<file path="config.mk">
export PLATFORM = sky130hd
export DESIGN_NAME = matcher_lookup_arbiter
export DESIGN_NICKNAME = d
export VERILOG_FILES = /design/src/rtl/matcher_lookup_arbiter_pkg.sv /design/src/rtl/matcher_lookup_arbiter_rr_arbiter.sv /design/src/rtl/matcher_lookup_arbiter.sv
export SDC_FILE = /design/constraint.sdc
export NUM_CORES = 1
export LEC_CHECK = 0
export BUFFER_PORTS_ARGS = -buffer_cell sky130_fd_sc_hd__buf_2
export CORE_MARGIN = 3
export CORE_UTILIZATION = 53
export CTS_CLUSTER_DIAMETER = 40
export DETAILED_ROUTE_END_ITERATION = 8
export MAX_ROUTING_LAYER = met4
export PLACE_DENSITY = 0.8
export SLEW_MARGIN = 20
export SYNTH_ARGS = -nofsm -noshare
export SYNTH_HDL_FRONTEND = slang
export SYNTH_SLANG_ARGS = --single-unit
</file>
<file path="constraint.sdc">
create_clock -name clk -period 3.05 [get_ports clk]
set_clock_uncertainty 0.2 [all_clocks]
set_input_delay 0.305 -clock clk [delete_from_list [all_inputs] [get_ports clk]]
set_output_delay 0.305 -clock clk [all_outputs]
set_load 0.005 [all_outputs]
</file>
<file path="src/rtl/matcher_lookup_arbiter_pkg.sv">
// Shared definitions for the matcher lookup arbiter: default widths,
// FSM state encoding, statistics counter width and small helpers.
package matcher_lookup_arbiter_pkg;

    localparam int OF_HEADER_REG_WIDTH  = 32;
    localparam int OF_ACTION_DATA_WIDTH = 16;
    localparam int OF_ACTION_CTRL_WIDTH = 8;

    localparam int CNT_WIDTH       = 16;
    localparam int DEFAULT_TIMEOUT = 64;

    localparam logic [1:0] ST_IDLE  = 2'd0;
    localparam logic [1:0] ST_ISSUE = 2'd1;
    localparam logic [1:0] ST_WAIT  = 2'd2;
    localparam logic [1:0] ST_RESP  = 2'd3;

    // Single-step modulo wrap: valid while v < 2*n.
    function automatic int unsigned rr_wrap(input int unsigned v, input int unsigned n);
        return (v >= n) ? (v - n) : v;
    endfunction

    // Saturating add used by the drop and timeout statistics.
    function automatic logic [CNT_WIDTH-1:0] sat_add(input logic [CNT_WIDTH-1:0] cnt,
                                                     input logic [CNT_WIDTH-1:0] inc);
        logic [CNT_WIDTH:0] sum;
        sum = {1'b0, cnt} + {1'b0, inc};
        return sum[CNT_WIDTH] ? '1 : sum[CNT_WIDTH-1:0];
    endfunction

endpackage

</file>
<file path="src/rtl/matcher_lookup_arbiter_rr_arbiter.sv">
// Combinational round-robin arbiter: picks the first asserted request at or
// after the pointer, wrapping, and reports it as one-hot grant and index.
module rr_arbiter
    import matcher_lookup_arbiter_pkg::*;
#(
    parameter int N     = 2,
    parameter int IDX_W = (N > 1) ? $clog2(N) : 1
) (
    input  logic [N-1:0]     i_req,
    input  logic [IDX_W-1:0] i_ptr,
    output logic [N-1:0]     o_grant,
    output logic [IDX_W-1:0] o_idx,
    output logic             o_valid
);

    logic [IDX_W-1:0] w_cand;

    // Scan requests starting at the pointer; the first hit wins.
    always_comb begin
        o_grant = '0;
        o_idx   = '0;
        o_valid = 1'b0;
        w_cand  = '0;
        for (int unsigned off = 0; off < N; off++) begin
            w_cand = IDX_W'(rr_wrap(32'(i_ptr) + off, N));
            if (!o_valid && i_req[w_cand]) begin
                o_valid         = 1'b1;
                o_grant[w_cand] = 1'b1;
                o_idx           = w_cand;
            end
        end
    end

endmodule

</file>
<file path="src/rtl/matcher_lookup_arbiter.sv">
// Shares one matcher lookup port between NUM_REQ header parsers. Each
// requester owns one header slot; slots are granted round-robin, one lookup
// is outstanding at a time, and each lookup is bounded by a timeout.
module matcher_lookup_arbiter
    import matcher_lookup_arbiter_pkg::*;
#(
    parameter int NUM_REQ   = 2,
    parameter int HDR_WIDTH = OF_HEADER_REG_WIDTH,
    parameter int RES_WIDTH = OF_ACTION_DATA_WIDTH + OF_ACTION_CTRL_WIDTH,
    parameter int TIMEOUT   = DEFAULT_TIMEOUT
) (
    input  logic                         clk,
    input  logic                         reset,
    input  logic [NUM_REQ*HDR_WIDTH-1:0] req_hdr,
    input  logic [NUM_REQ-1:0]           req_valid,
    output logic [NUM_REQ-1:0]           req_busy,
    output logic [NUM_REQ-1:0]           resp_valid,
    output logic                         resp_hit,
    output logic                         resp_timeout,
    output logic [RES_WIDTH-1:0]         resp_data,
    output logic                         lkup_req,
    output logic [HDR_WIDTH-1:0]         lkup_hdr,
    input  logic                         lkup_ack,
    input  logic                         lkup_hit,
    input  logic [RES_WIDTH-1:0]         lkup_data,
    output logic [CNT_WIDTH-1:0]         drop_cnt,
    output logic [CNT_WIDTH-1:0]         tmo_cnt
);

    localparam int IDX_W = $clog2(NUM_REQ);
    localparam int TMR_W = $clog2(TIMEOUT);

    logic [1:0]           r_state;
    logic [NUM_REQ-1:0]   r_busy;
    logic [HDR_WIDTH-1:0] r_hdr [NUM_REQ];
    logic [IDX_W-1:0]     r_ptr;
    logic [NUM_REQ-1:0]   r_grant_oh;
    logic [TMR_W-1:0]     r_timer;
    logic                 r_hit;
    logic                 r_tmo;
    logic [RES_WIDTH-1:0] r_data;
    logic [HDR_WIDTH-1:0] r_lkup_hdr;
    logic [CNT_WIDTH-1:0] r_drop_cnt;
    logic [CNT_WIDTH-1:0] r_tmo_cnt;

    logic [NUM_REQ-1:0]   w_arb_grant;
    logic [IDX_W-1:0]     w_arb_idx;
    logic                 w_arb_valid;
    logic [NUM_REQ-1:0]   w_free;
    logic [NUM_REQ-1:0]   w_accept;
    logic [NUM_REQ-1:0]   w_drop;
    logic [CNT_WIDTH-1:0] w_drop_n;

    rr_arbiter #(
        .N     (NUM_REQ),
        .IDX_W (IDX_W)
    ) u_rr_arbiter (
        .i_req   (r_busy),
        .i_ptr   (r_ptr),
        .o_grant (w_arb_grant),
        .o_idx   (w_arb_idx),
        .o_valid (w_arb_valid)
    );

    // A slot is released in the RESP cycle; a new pulse in that cycle re-fills it.
    always_comb begin
        w_free   = (r_state == ST_RESP) ? r_grant_oh : '0;
        w_accept = req_valid & (~r_busy | w_free);
        w_drop   = req_valid & r_busy & ~w_free;
        w_drop_n = '0;
        for (int unsigned i = 0; i < NUM_REQ; i++) begin
            w_drop_n = w_drop_n + CNT_WIDTH'(w_drop[i]);
        end
    end

    // Slot occupancy and header capture per requester.
    always_ff @(posedge clk) begin
        if (reset) begin
            r_busy <= '0;
            for (int unsigned i = 0; i < NUM_REQ; i++) begin
                r_hdr[i] <= '0;
            end
        end else begin
            for (int unsigned i = 0; i < NUM_REQ; i++) begin
                if (w_accept[i]) begin
                    r_busy[i] <= 1'b1;
                    r_hdr[i]  <= req_hdr[i*HDR_WIDTH +: HDR_WIDTH];
                end else if (w_free[i]) begin
                    r_busy[i] <= 1'b0;
                end
            end
        end
    end

    // Saturating count of pulses that arrived while their slot was occupied.
    always_ff @(posedge clk) begin
        if (reset) begin
            r_drop_cnt <= '0;
        end else if (|w_drop) begin
            r_drop_cnt <= sat_add(r_drop_cnt, w_drop_n);
        end
    end

    // Lookup sequencer: grant, strobe, wait for ack or timeout, respond.
    always_ff @(posedge clk) begin
        if (reset) begin
            r_state    <= ST_IDLE;
            r_ptr      <= '0;
            r_grant_oh <= '0;
            r_timer    <= '0;
            r_hit      <= 1'b0;
            r_tmo      <= 1'b0;
            r_data     <= '0;
            r_lkup_hdr <= '0;
            r_tmo_cnt  <= '0;
        end else begin
            case (r_state)
                ST_IDLE: begin
                    if (w_arb_valid) begin
                        r_grant_oh <= w_arb_grant;
                        r_ptr      <= IDX_W'(rr_wrap(32'(w_arb_idx) + 32'd1, NUM_REQ));
                        r_lkup_hdr <= r_hdr[w_arb_idx];
                        r_state    <= ST_ISSUE;
                    end
                end
                ST_ISSUE: begin
                    r_timer <= '0;
                    r_state <= ST_WAIT;
                end
                ST_WAIT: begin
                    // An ack arriving on the expiry cycle still counts as a result.
                    if (lkup_ack) begin
                        r_hit   <= lkup_hit;
                        r_data  <= lkup_hit ? lkup_data : '0;
                        r_tmo   <= 1'b0;
                        r_state <= ST_RESP;
                    end else if (r_timer == TMR_W'(TIMEOUT - 1)) begin
                        r_hit     <= 1'b0;
                        r_data    <= '0;
                        r_tmo     <= 1'b1;
                        r_tmo_cnt <= sat_add(r_tmo_cnt, CNT_WIDTH'(1));
                        r_state   <= ST_RESP;
                    end else begin
                        r_timer <= r_timer + 1'b1;
                    end
                end
                ST_RESP: begin
                    r_state <= ST_IDLE;
                end
                default: begin
                    r_state <= ST_IDLE;
                end
            endcase
        end
    end

    assign req_busy     = r_busy;
    assign resp_valid   = w_free;
    assign resp_hit     = (r_state == ST_RESP) & r_hit;
    assign resp_timeout = (r_state == ST_RESP) & r_tmo;
    assign resp_data    = (r_state == ST_RESP) ? r_data : '0;
    assign lkup_req     = (r_state == ST_ISSUE);
    assign lkup_hdr     = r_lkup_hdr;
    assign drop_cnt     = r_drop_cnt;
    assign tmo_cnt      = r_tmo_cnt;

endmodule
</file>
==> impl_results.md, run 1 <==
* Final weighted congestion of routability-driven global placement at between 0.8 and 0.9
* Drt pass-1 iters at 5
* Starting DRC count in detailed routing at roughly 580
* Routed WL per cell at approximately 17 um
* Die height at about 120 um
* PwrDens at between 500 and 600 nW/um^2
* Layout cell share with drive strength beyond 1 at 0.233
* Synth async-reset ratio at 0
* Buffer count from post-CTS setup fixing at 0
* Starting utilization of the core area at 0.547
* Reg2reg start: r_state[1]
* Sequential area share after synthesis at 0.544
* Count of boundary I/O pins at 189
* Number of H-tree levels at 4
* Total grt overflow at 0
* Setup violations, final at 0
* Top flip-flop cell by instance count after synthesis: dfxtp_1
* Slew at the pin closest to its max-slew limit at about 720 ps
* Worst min-delay path startpoint: req_valid[0]
* Cell Chain, Critical Path: ha_1 -> a21bo_2 -> nor2_1 -> fa_1 -> ha_2 -> nand3_1 -> or2_1 -> or4_1 -> a31oi_1
* P_int at between 4 and 5 mW
* Syn Std Cell Area at around 7300 um^2
* Worst R2R Path Depth at 9
* Most common cell in the netlist: dfxtp_1
* PnR Total Power at between 5 and 6 mW
* Vias at 6766
* Final min period at 2840 ps
* Worst min path class: primary input to flop
* Endpoint of the worst hold path: req_busy[0]
* Wirelength, routed at about 20000 um
* Peak Freq at 353 MHz
* Most frequent cells after synthesis: dfxtp_1 (103), and2_1 (92), nand2_1 (79)
* Category of the critical setup timing path: flop to flop
* Half-perimeter wire length after detailed placement at between 10000 and 15000 um
* Highest-delay cell along the critical path: or4_1
* Part of the total power dissipated in combinational logic at 0.196
* Setup slack of the worst register-to-register path at ~210 ps
* DRC viols at 0
* Remaining number of nets flagged by the antenna check after routing at 0
* Critical Path End Type: flop
* Total routing usage reported by global routing at 0.269
* Dominant cell type by area after synthesis: dfxtp_1
* Port bufs at about 190
* Floorplan Core Area at 13400 um^2
* Largest fanout on the critical path at 8
* Run status: completed
* Buffer type at the clock tree root: clkbuf_16
* EDFF count, synth at 64
* Normalized max-slew margin at 0.518
* TritonCTS clock tree: built
* Inserted Clock Buffers at 17
* Floorplan die area at 15300 um^2
* Pin count of the biggest net entering global routing at 68
* Endpoint arrival time on the critical path at between 2000 and 3000 ps
* Setup TNS at 0 ps
* Number of buffer and inverter stages on the critical path at 0
* Period Utilization, post-route at 0.930
* Number of register bits inferred by synthesis at approximately 170
* Peak VDD IR at between 500 and 600 uV
* Mean area per synthesized cell at ~9.7 um^2
* Relative contribution of sequential cells to total power at 0.464
* Global-route wire length before repair at roughly 32000 um
* Core Rows at 42
* Required time at the worst-slack endpoint at between 3000 and 4000 ps
* Clock network latency to the later pin of the worst-skew pair at between 400 and 500 ps
* Gate count after technology mapping at about 760
* Maximum clock path buffer count at 2
* Number of global-route vias before repair at approximately 6300
* Max Cap Violations at 0
* Final net count at ~1100
* Clock-pin transition on the worst setup and hold timing paths at 60 ps
* Sw Pwr at ~1.6 mW
* Clock network fraction of design power at 0.340
* Switch share at 0.283
* Count of cells along the worst hold path at 3
* Via-to-Cell Ratio at around 5.6
* Yosys warning total at 0
* Crit-path max cell delay at slightly above 500 ps
* RSZ-0062 raised after global routing: false
* Signed area change from the synthesized netlist to the final layout at 34.4%
* Startpoint types: flop
* Reported leakage power at about 4.0 nW
* Final Hold Viols at 0
* Critical register-to-register path endpoint: drop_cnt[14]
* Number of sinks on the clock net at about 170
* Synth top area cells: dfxtp_1 (28%), edfxtp_1 (26%), and2_1 (7.9%)
* Number of antenna violations at the first check in global routing at 1
* Family of cells with the greatest summed delay on the critical path: simple AND/OR/NAND/NOR gates
* Synthesized Nets at around 860
* Horiz. Die Dim at ~120 um
* Count of distinct cell types in the synthesized netlist at 54
* Number of pins exceeding their max-slew limit in the final report at 0
* Portion of synthesized cell area occupied by the leading cell type at 0.281
==> cells in the final DEF (no fill, tap or decap), types with 3 or more instances in the layout <==
master | Yosys | layout
a2111oi_0 | 3 | 3
a211oi_1 | 13 | 13
a21o_1 | 3 | 3
a21oi_1 | 40 | 40
a311oi_1 | 37 | 37
a31oi_1 | 15 | 15
a41oi_1 | 8 | 8
and2_1 | 92 | 92
and3_1 | 6 | 6
and4_1 | 4 | 4
and4b_1 | 3 | 3
buf_2 | 5 | 187
buf_4 | 0 | 13
clkbuf_16 | 0 | 17
clkinv_1 | 1 | 6
clkinv_4 | 0 | 3
dfxtp_1 | 103 | 103
dlygate4sd3_1 | 0 | 89
edfxtp_1 | 64 | 64
ha_1 | 7 | 6
inv_1 | 13 | 13
nand2_1 | 79 | 79
nand2b_1 | 7 | 7
nand3_1 | 45 | 45
nand4_1 | 6 | 6
nor2_1 | 58 | 57
nor3_1 | 18 | 18
nor4_1 | 6 | 6
o21ai_0 | 28 | 28
o21bai_1 | 4 | 4
o31ai_1 | 4 | 4
or4_1 | 4 | 4
==> routing by layer <==
metal	wire length, um	global-route usage	part of all wire
met2	9990	0.436	0.50
met5	0	-	0
met1	8280	0.336	0.41
met3	1400	0.0545	0.069
met4	429	0.0990	0.021
==> cell type report <==
class	instances	area [um^2]
timing repair buffer	291	1960
tap	176	220
fill	939	3550
inverter	14	52.6
clock inverter	14	109
clock buffer	18	429
sequential	167	3980
antenna	1	2.50
multi-input combinational	522	3090
==> how the worst max path moves through the flow <==
| stage | from | depth (start not counted) | end | slack, ps |
|---|---|---|---|---|
| after floorplan | r_state[0] | 10 | drop_cnt[3] | 370 |
| after global placement | r_state[0] | 9 | drop_cnt[14] | 220 |
| after detailed placement | r_state[1] | 9 | drop_cnt[14] | 180 |
| after CTS | r_state[0] | 9 | drop_cnt[14] | 160 |
| after global routing | r_state[0] | 9 | drop_cnt[14] | 30 |
| final | r_state[1] | 9 | drop_cnt[14] | 210 |
==> worst min-delay path, delay by kind of cell <==
kind                   cells  cell delay, ps
buffers and inverters      2             220
AO/OA/AOI/OAI              1              70
==> registers in the layout, indices dropped and copies added (netlist names) <==
signal	flops
r_data	24
drop_cnt	16
r_state	2
r_hit	1
r_ptr	1
r_hdr	64
r_tmo	1
r_grant_oh	2
req_busy	2
lkup_hdr	32
tmo_cnt	16
r_timer	6
==> power by group through the flow <==
stage                     combinational (mW)  sequential, mW  clock [mW]
after CTS                               1.12            2.68        1.99
after global placement                 0.998            2.72           0
final                                   1.14            2.69        1.97
after detailed placement                1.02            2.73           0
after global routing                    1.26            2.72        2.09
after floorplan                        0.624            2.72           0
==> timing repair <==
item                                    4_1_cts  5_1_grt
gates resized for setup                       0        1
hold endpoints to repair                     89        0
hold buffers                                 89        0
endpoints found under the setup margin        0        1
==> logic make-up after synthesis <==
group / count (synthesis) / synth area share
flip-flops: 167 / 0.544
multiplexers: 1 / 0.00137
AND/OR/NAND/NOR: 342 / 0.245
adder cells (fa/ha/maj): 8 / 0.0147
AO/OA/AOI/OAI: 171 / 0.159
buffers and inverters: 70 / 0.0367
==> metrics by stage <==
step,hold WS [ps],cells,cell area (um^2),setup slack (ps),utilization
CTS,16.4,1202,9850,163,0.735
global route,57.2,1203,9850,35.0,0.735
global placement,256,1081,8420,223,0.628
floorplan,241,759,7330,371,-
detailed placement,263,1081,8420,178,0.628
finish,36.3,1203,9850,215,0.735
No activity file was read; power rests on OpenSTA's default activity.
==> run 2: changes to the inputs <==
--- a/config.mk
+++ b/config.mk
@@ -12,6 +12,7 @@
 export DETAILED_ROUTE_END_ITERATION = 8
 export MAX_ROUTING_LAYER = met4
 export PLACE_DENSITY = 0.8
+export SETUP_SLACK_MARGIN = 0.5
 export SLEW_MARGIN = 20
 export SYNTH_ARGS = -nofsm -noshare
 export SYNTH_HDL_FRONTEND = slang
==> run 2 against run 1 <==
  * Count of clock-buffer cells in the layout is 2 higher
  * Cell count is 0.50% higher
  * Register-to-register slack better by 310 ps
  * First-iteration DRC count is 6.0% higher
  * Sequential power hardly changed
  * Sequential share of layout area is 0.78 points lower
  * Non-clock buffer count is 6 higher
  * Cell area is 2.1% higher
  * Power is 3.3% higher
  * Global-route usage is 0.50 points lower
  * Critical path depth stayed put
  * Flip-flop and latch count stayed put
  * Critical path type unchanged
  * Largest cell class unchanged
  * Largest power group unchanged
==> impl_results.md, run 2 (same netlist as run 1, synthesis figures left out) <==
* Run status: completed
* Highest-delay cell along the critical path: or4_4
* PwrDens at approximately 600 nW/um^2
* Top library cells by usage in the layout, fill and taps aside: buf_2 (187), dfxtp_1 (102), and2_1 (92)
* Setup slack at placement at between 300 and 400 ps
* Die height at 124 um
* Inst Count DP at approximately 1100
* Maximum clock path buffer count at 2
* Signed area change from the synthesized netlist to the final layout at 37.2%
* Starting utilization of the core area at 0.547
* Routed WL per cell at 16.4 um
* Clock-pin transition on the worst setup and hold timing paths at approximately 70 ps
* Layout cell share with drive strength beyond 1 at 0.256
* Vias at slightly below 7000
* Normalized max-slew margin at 0.530
* Number of pins exceeding their max-slew limit in the final report at 0
* Final weighted congestion of routability-driven global placement at a little under 0.9
* Util after Layout at 0.750
* Inserted Clock Buffers at 17
* Port bufs at between 150 and 200
* Critical Path End Type: flop
* Clock network latency to the later pin of the worst-skew pair at around 420 ps
* Half-perimeter wire length after detailed placement at between 10000 and 15000 um
* Peak Freq at roughly 400 MHz
* Family of cells with the greatest summed delay on the critical path: simple AND/OR/NAND/NOR gates
* Global-route wire length before repair at around 31000 um
* Horiz. Die Dim at 124 um
* Remaining number of nets flagged by the antenna check after routing at 0
* Count of boundary I/O pins at ~190
* Starting DRC count in detailed routing at between 600 and 700
* TritonCTS clock tree: built
* Total routing usage reported by global routing at 0.264
* Largest register by flop count: r_hdr
* Number of H-tree levels at 4
* Commonest non-fill, non-tap cell in the layout: buf_2
* Via-to-Cell Ratio at ~5.6
* RSZ-0062 raised after global routing: true
* Pin count of the biggest net entering global routing at 83
* Cell Chain, Critical Path: ha_4 -> a21bo_4 -> nor2_4 -> fa_2 -> ha_4 -> nand3_4 -> or2_4 -> or4_4 -> a31oi_1
* Endpoint arrival time on the critical path at between 2000 and 3000 ps
* Final min period at between 2000 and 3000 ps
* Slew at the pin closest to its max-slew limit at 704 ps
* Floorplan Core Area at approximately 13000 um^2
* Category of the critical setup timing path: flop to flop
* Startpoint types: flop
* Drt pass-1 iters at 5
* Most used cell along the critical path: ha_4
* Crit-path max cell delay at between 400 and 500 ps
* Number of sinks on the clock net at approximately 170
* Setup violations, final at 0
* Largest register FFs at 64
* Worst min path class: primary input to flop
* Number of antenna violations at the first check in global routing at 1
* Max Cap Violations at 0
* Total grt overflow at 0
* DRC viols at 0
* Peak VDD IR at between 400 and 500 uV
* Final Hold Viols at 0
* Period Utilization, post-route at 0.827
* PnR Total Power at approximately 6.0 mW
* Number of global-route vias before repair at about 6400
* Core Rows at 42
* Final net count at 1121
* Required time at the worst-slack endpoint at between 3000 and 4000 ps
* Number of buffer and inverter stages on the critical path at 0
* Buffer type at the clock tree root: clkbuf_16
* Reported leakage power at between 4 and 5 nW
* Wirelength, routed at 19800 um
* Floorplan die area at around 15000 um^2
* Setup TNS at 0 ps
* Setup slack of the critical path after layout at approximately 530 ps
* Number of non-filler instances in the completed layout at 1209
* Largest fanout on the critical path at 5
[run 2: cell type report]
cell class	instances	area, um^2
clock buffers	20	457
flip-flops and latches	167	3990
repair buffers	297	1990
fillers	910	3350
multi-input cells	522	3200
inverters	14	52.6
clock inverters	12	143
well taps	176	220
diodes	1	2.50
[run 2: metal layers]
layer	share of wire	global-route usage	routed length, um
met5	0	-	0
met2	0.50	0.439	9830
met4	0.026	0.104	507
met1	0.41	0.315	8070
met3	0.070	0.0563	1380
[run 2: repair_timing]
item | CTS | global route
setup endpoints to repair | 13 | 14
setup buffers | 3 | 6
gates resized for setup | 9 | 5
endpoints found under the hold margin | 87 | 0
pin swaps | 5 | 10
hold buffers | 87 | 0
[run 2: path summary, 6_finish.rpt]
check	start	end	slack, ps	cells after the start
max reg2reg	r_state[0]	drop_cnt[14]	530	9
max	r_state[0]	drop_cnt[14]	530	9
min reg2reg	r_data[14]	r_data[14]	270	2
min	req_hdr[48]	r_hdr[1][16]	10	2
[run 2: power breakdown]
part / switching, mW / internal, mW / total (mW)
clock: 0.899 / 1.27 / 2.17
sequential: 0.131 / 2.57 / 2.70
combinational: 0.642 / 0.482 / 1.12
total: 1.67 / 4.32 / 5.99
[run 2: through the flow]
stage | area [um^2] | hold WS (ps)
4_1_cts | 9980 | 1.06
3_3_place_gp | 8440 | 256
3_5_place_dp | 8440 | 262
6_report | 10100 | 11.8
2_1_floorplan | 7380 | 241
5_1_grt | 10100 | 0.850
